$ cat src/rtl/simon_block_feeder.sv
// Byte-stream to block feeder for the SIMON 48/72 core: packs bytes MSB-first, queues blocks, drives newData/BLOCK.
// Define SIMON_FEEDER_CBC_EN to XOR each presented block with the previous ciphertext (IV after reset).
module simon_block_feeder #(
  parameter int N     = 24,
  parameter int DEPTH = 4
) (
  input  logic                     clk,
  input  logic                     R,
  input  logic [7:0]               byteIn,
  input  logic                     byteValid,
  output logic                     byteReady,
  output logic [1:0][N-1:0]        BLOCK,
  output logic                     newData,
  input  logic                     loadData,
  input  logic                     doneData,
  input  logic [1:0][N-1:0]        outData,
  input  logic [1:0][N-1:0]        IV,
  output logic [$clog2(DEPTH):0]   level
);

  localparam int W   = 2 * N;
  localparam int BPB = W / 8;
  localparam int CW  = (BPB > 1) ? $clog2(BPB) : 1;
  localparam int AW  = $clog2(DEPTH);
  localparam int PW  = $clog2(W);
  localparam logic [CW-1:0] LAST_BYTE = CW'(BPB - 1);
  localparam logic [AW:0]   FULL_LVL  = (AW + 1)'(DEPTH);

  typedef enum logic [1:0] {
    IDLE      = 2'd0,
    PRESENT   = 2'd1,
    WAIT_DONE = 2'd2
  } state_t;

  logic [CW-1:0] cnt_r;
  logic [W-1:0]  asm_r;
  logic [W-1:0]  mem_r [DEPTH];
  logic [AW-1:0] wr_ptr_r;
  logic [AW-1:0] rd_ptr_r;
  logic [AW:0]   level_r;
  state_t        state_r;
  logic [W-1:0]  block_r;
  logic          new_data_r;

  logic          byte_ready_s;
  logic          accept_s;
  logic          push_s;
  logic          pop_s;
  logic [PW-1:0] pos_s;
  logic [W-1:0]  push_word_s;
  logic [W-1:0]  chain_s;
  logic [W-1:0]  head_s;

`ifdef SIMON_FEEDER_CBC_EN
  logic [W-1:0] chain_r;

  // Chain value: IV while in reset, then the last ciphertext the core reported.
  always_ff @(posedge clk) begin
    if (R) begin
      chain_r <= IV;
    end else if ((state_r == WAIT_DONE) && doneData) begin
      chain_r <= outData;
    end
  end

  assign chain_s = chain_r;
`else
  logic unused_s;
  assign unused_s = ^{IV, outData};
  assign chain_s  = {W{1'b0}};
`endif

  // Handshake decode; the last byte of a block may only enter when a FIFO slot is free.
  always_comb begin
    byte_ready_s = !((level_r == FULL_LVL) && (cnt_r == LAST_BYTE));
    accept_s     = byteValid && byte_ready_s;
    push_s       = accept_s && (cnt_r == LAST_BYTE);
    pop_s        = (state_r == PRESENT) && loadData;
    pos_s        = PW'(W - 8) - PW'({cnt_r, 3'b000});
    push_word_s  = {asm_r[W-1:8], byteIn};
    head_s       = mem_r[rd_ptr_r] ^ chain_s;
  end

  // Byte assembly: byte 0 lands in the top byte lane, later bytes move down.
  always_ff @(posedge clk) begin
    if (R) begin
      cnt_r <= {CW{1'b0}};
      asm_r <= {W{1'b0}};
    end else if (accept_s) begin
      asm_r[pos_s +: 8] <= byteIn;
      cnt_r             <= (cnt_r == LAST_BYTE) ? {CW{1'b0}} : cnt_r + 1'b1;
    end
  end

  // FIFO storage; contents need no reset since level gates every read.
  always_ff @(posedge clk) begin
    if (push_s) begin
      mem_r[wr_ptr_r] <= push_word_s;
    end
  end

  // FIFO pointers and occupancy.
  always_ff @(posedge clk) begin
    if (R) begin
      wr_ptr_r <= {AW{1'b0}};
      rd_ptr_r <= {AW{1'b0}};
      level_r  <= {(AW + 1){1'b0}};
    end else begin
      if (push_s) begin
        wr_ptr_r <= wr_ptr_r + 1'b1;
      end
      if (pop_s) begin
        rd_ptr_r <= rd_ptr_r + 1'b1;
      end
      case ({push_s, pop_s})
        2'b10:   level_r <= level_r + 1'b1;
        2'b01:   level_r <= level_r - 1'b1;
        default: level_r <= level_r;
      endcase
    end
  end

  // Issue FSM with registered newData/BLOCK; BLOCK only changes on entry to PRESENT.
  always_ff @(posedge clk) begin
    if (R) begin
      state_r    <= IDLE;
      new_data_r <= 1'b0;
      block_r    <= {W{1'b0}};
    end else begin
      case (state_r)
        IDLE: begin
          if (level_r != {(AW + 1){1'b0}}) begin
            state_r    <= PRESENT;
            new_data_r <= 1'b1;
            block_r    <= head_s;
          end
        end
        PRESENT: begin
          if (loadData) begin
            state_r    <= WAIT_DONE;
            new_data_r <= 1'b0;
          end
        end
        WAIT_DONE: begin
          if (doneData) begin
            state_r <= IDLE;
          end
        end
        default: begin
          state_r    <= IDLE;
          new_data_r <= 1'b0;
        end
      endcase
    end
  end

  assign byteReady = byte_ready_s;
  assign newData   = new_data_r;
  assign BLOCK     = block_r;
  assign level     = level_r;

endmodule

$ cat config.mk
export PLATFORM = sky130hd
export DESIGN_NAME = simon_block_feeder
export DESIGN_NICKNAME = d
export VERILOG_FILES = /design/src/rtl/simon_block_feeder.sv
export SDC_FILE = /design/constraint.sdc
export NUM_CORES = 1
export LEC_CHECK = 0
export CAP_MARGIN = 20
export CORE_UTILIZATION = 49
export DETAILED_ROUTE_END_ITERATION = 6
export PLACE_DENSITY = 0.82
export SYNTH_ARGS = -nofsm -noshare
export SYNTH_HDL_FRONTEND = slang
export SYNTH_SLANG_ARGS = --single-unit
$ cat constraint.sdc
create_clock -name clk -period 2.9 [get_ports clk]
set_input_delay 0.87 -clock clk [delete_from_list [all_inputs] [get_ports clk]]
set_output_delay 0.87 -clock clk [all_outputs]
set_load 0.05 [all_outputs]
==> results of run 1 <==
layer usage:
metal  up-vias  global-route usage, %
met5         -                      0
met4         0                   5.35
met3        34                   3.40
met2       193                   34.4
met1      2935                   25.2
li1       2620                      -
registers in the layout (all words and copies together), names as in the netlist:
name,cells
cnt_r,3
state_r,2
rd_ptr_r,2
level,3
asm_r,40
mem_r,192
wr_ptr_r,2
newData,1
BLOCK,48
layout make-up:
| type | count | share of cell area (%) |
|---|---|---|
| sequential | 293 | 59.7 |
| tap | 280 | 2.68 |
| multi-input combinational | 297 | 22.3 |
| timing repair buffer | 88 | 7.30 |
| clock inverter | 17 | 1.67 |
| clock buffer | 37 | 6.09 |
| inverter | 10 | 0.287 |
timing repair:
action / CTS / global route
resized for setup: 2 / 3
hold endpoints to repair: 0 / 0
cloned: 0 / 0
endpoints found under the setup margin: 1 / 1
cells by family (layout without fill, tap and decap cells):
group           after synthesis  count (layout)  share of synthesized area (%)
simple gates                123             123                           6.47
buf+inv                      44             152                           1.92
compound gates               81              81                           5.70
mux                          74              74                           12.3
fa+ha+maj                    14              14                           1.68
flops                       293             293                           71.5
xor+xnor                      5               5                          0.402
layout by cell type, fill, tap and decap left out, drive strengths merged, types with 13 or more instances in the layout:
master         Yosys  routed
a22o              48      48
buf               16      24
clkbuf            18      37
clkdlybuf4s50      0      64
dfxtp            101     101
edfxtp           192     192
ha                13      13
mux2i             26      26
mux4              48      48
nand2             33      33
nand2b            40      40
nor2              13      13
o21ai             19      19
path summary, 6_finish.rpt:
| path | startpoint | endpoint | slack (ns) | cells after the start |
|---|---|---|---|---|
| worst min register to register | BLOCK[0] | BLOCK[0] | 0.48 | 1 |
| worst max register to register | cnt_r[1] | asm_r[22] | 0.41 | 8 |
| worst min-delay path | BLOCK[0] | BLOCK[0] | 0.48 | 1 |
| worst max-delay path | cnt_r[1] | byteReady | 0.15 | 5 |
through the flow:
| stage | cells | hold slack, ns | setup slack, ns |
|---|---|---|---|
| global route | 1022 | 0.495 | 0.0687 |
| floorplan | 634 | 0.461 | 0.317 |
| CTS | 1020 | 0.481 | 0.0184 |
| detailed placement | 966 | 0.463 | 0.00309 |
| finish | 1022 | 0.477 | 0.152 |
| global placement | 966 | 0.453 | 0.0683 |
power by group:
group	internal, mW	total, mW	switching, mW
combinational	0.0807	0.204	0.123
clock	2.38	3.91	1.52
sequential	4.43	4.44	0.0192
total	6.89	8.56	1.67
==> run summary, run 1 <==
The average instance area after synthesis is between 15 and 20 um^2. In this run the worst path has a maximum fanout of 6. The power consumption came out at 8.56 mW. Synthesis instantiated 45 different standard cells from the library. The die boundary height came out at 151 um. The share of final-layout standard cells stronger than drive strength 1 is 19.0%. The number of buffers on the longest clock path is 3.

In the final design database the tool counted about 840 nets. The longest individual stage delay on the worst path is 0.38 ns. Buffers inserted to repair hold after CTS numbered 0. Yosys attributes the largest share of cell area to sky130_fd_sc_hd__edfxtp_1 (53%), sky130_fd_sc_hd__dfxtp_1 (19%), sky130_fd_sc_hd__mux4_2 (9.9%). The flow ran to the end, and the final reports show no timing, DRC or antenna violations. The share of synthesized registers carrying an async set or reset is 0%. The dominant synthesized flop cell is sky130_fd_sc_hd__edfxtp_1. In the routed design, unresolved DRC markers number 0. The global-route wire length before repair came out at 33.5 mm. The total via count in the routed design came out at 5782.

The via count of the first global-routing pass came out at between 6000 and 7000. In the post-synthesis netlist, the cell with the most instances is sky130_fd_sc_hd__edfxtp_1. In this run the worst hold path is classified as reg2reg.

In this run the power density over the cells is 655 nW/um^2. The CTS H-tree depth is 1. The category of the worst setup path launch point is a flip-flop.

The detailed router used layers up to and including met4. The sequential cell area fraction in the yosys report is 71.5%. The design area is 13100 um^2. The detailed-routed wire length on met3 is 1.28 mm.

The critical path data arrival time is 1.88 ns. The first-pass iteration count of the detailed router came out at 4. The floorplan die area came out at about 23000 um^2. The cell taking the most area after synthesis is sky130_fd_sc_hd__edfxtp_1. The count of endpoints failing hold in the final timing report is 0. The critical path in this run is classified as reg2out. The synthesized flop and latch total is ~290. The post-DP HPWL is 12.8 mm. The number of setup buffers added after CTS is 0.

The CTS buffer count is 29. Dividing the detail-routed via count by the number of cells gives 5.66. The final period utilization is 94.8%. Cells fill 59.9% of the core in the end.

The remaining global-route overflow is 0. The number of buffers and inverters on the critical path came out at 2. The required time of the critical path came out at about 2.0 ns. The commonest cells after synthesis are sky130_fd_sc_hd__edfxtp_1 (192), sky130_fd_sc_hd__dfxtp_1 (101), sky130_fd_sc_hd__a22o_1 (48), sky130_fd_sc_hd__mux4_2 (48), sky130_fd_sc_hd__nand2b_1 (40). The routed length on met2 came out at 10.9 mm.

The number of nets in the synthesized netlist is 757. In the final layout, flip-flops and latches occupy 7800 um^2. The cell area after synthesis is 10900 um^2. The x dimension of the die is 151 um. The final-report setup violation count is 0.

The total of buffers placed on input and output ports came out at 65. The cell type group with the largest total delay on the critical path is simple AND/OR/NAND/NOR gates. The number of flops mapped to enable cells by yosys is 192. The number of DRC markers in iteration 0 came out at 437.

The number of placement rows came out at 54. The aggregate negative setup slack is 0 ns. After detailed routing, the total wire length is 21.3 mm. The number of synthesis warnings came out at 0. The wire length on met1 is 8.68 mm. The final weighted congestion in routability-driven placement came out at 0.798.

The TritonCTS clock tree is done. The growth of design area from synthesis to finish is 20.0%. Setup repair after global routing left no endpoint under its margin.

For this run, the total global-route usage over all layers was measured as 19.6%. The sink count of the clock tree is ~300. The CTS clock-pin slew for the worst setup and hold paths came out at roughly 0.060 ns. The tool flagged a number of max-cap violations equal to 0. The critical path goes through inv_1, ha_2, and2_2, nand2_1, buf_4. The endpoint type of the worst setup path is an output port. The worst max-slew margin expressed relative to the limit came out at a little over two fifths.

The multi-input combinational cells in the finished layout cover a total of slightly below 3000 um^2. The antenna diode count came out at 0. The fmax came out at 0.364 GHz. The initial core utilization is 49.9%. The worst-skew pair later-pin latency came out at 0.54 ns.

After synthesis, the largest area contributor takes up 52.9% of total cell area. The number of top-level pins is 162. The synthesized instance count came out at 634. The standard cell area after detailed placement is 12000 um^2. After detailed routing, the average wire length per cell comes to roughly 21 um.

The largest net degree at the start of global routing is between 40 and 50. The leakage dissipation is 4.48 nW. The worst clock skew on the final layout came out at slightly below 0.02 ns. The cell with the largest stage delay on the worst path is sky130_fd_sc_hd__dfxtp_2. The count of filler cells inserted in the layout is 1552. The max-slew violation total from the final report is 0. The maximum VDD drop is about 0.42 mV. The post-route antenna net violation count is 0.

The number of antenna violations at the first check in global routing came out at 0. CTS placed an instance of sky130_fd_sc_hd__clkbuf_16 at the clock tree root. Subtracting the final worst setup slack from the clock period gives 2.75 ns.

The placeable core region came out at 21800 um^2. At the pin with the least slew margin, the transition time is about 0.86 ns.
No activity file was read; power rests on OpenSTA's default activity.
==> run 2, diff against run 1 <==
--- a/config.mk
+++ b/config.mk
@@ -8,6 +8,7 @@
 export CAP_MARGIN = 20
 export CORE_UTILIZATION = 49
 export DETAILED_ROUTE_END_ITERATION = 6
+export GPL_ROUTABILITY_DRIVEN = 0
 export PLACE_DENSITY = 0.82
 export SYNTH_ARGS = -nofsm -noshare
 export SYNTH_HDL_FRONTEND = slang
==> results of run 2 <==
The final DEF is identical to that of run 1; final timing and power are the same.
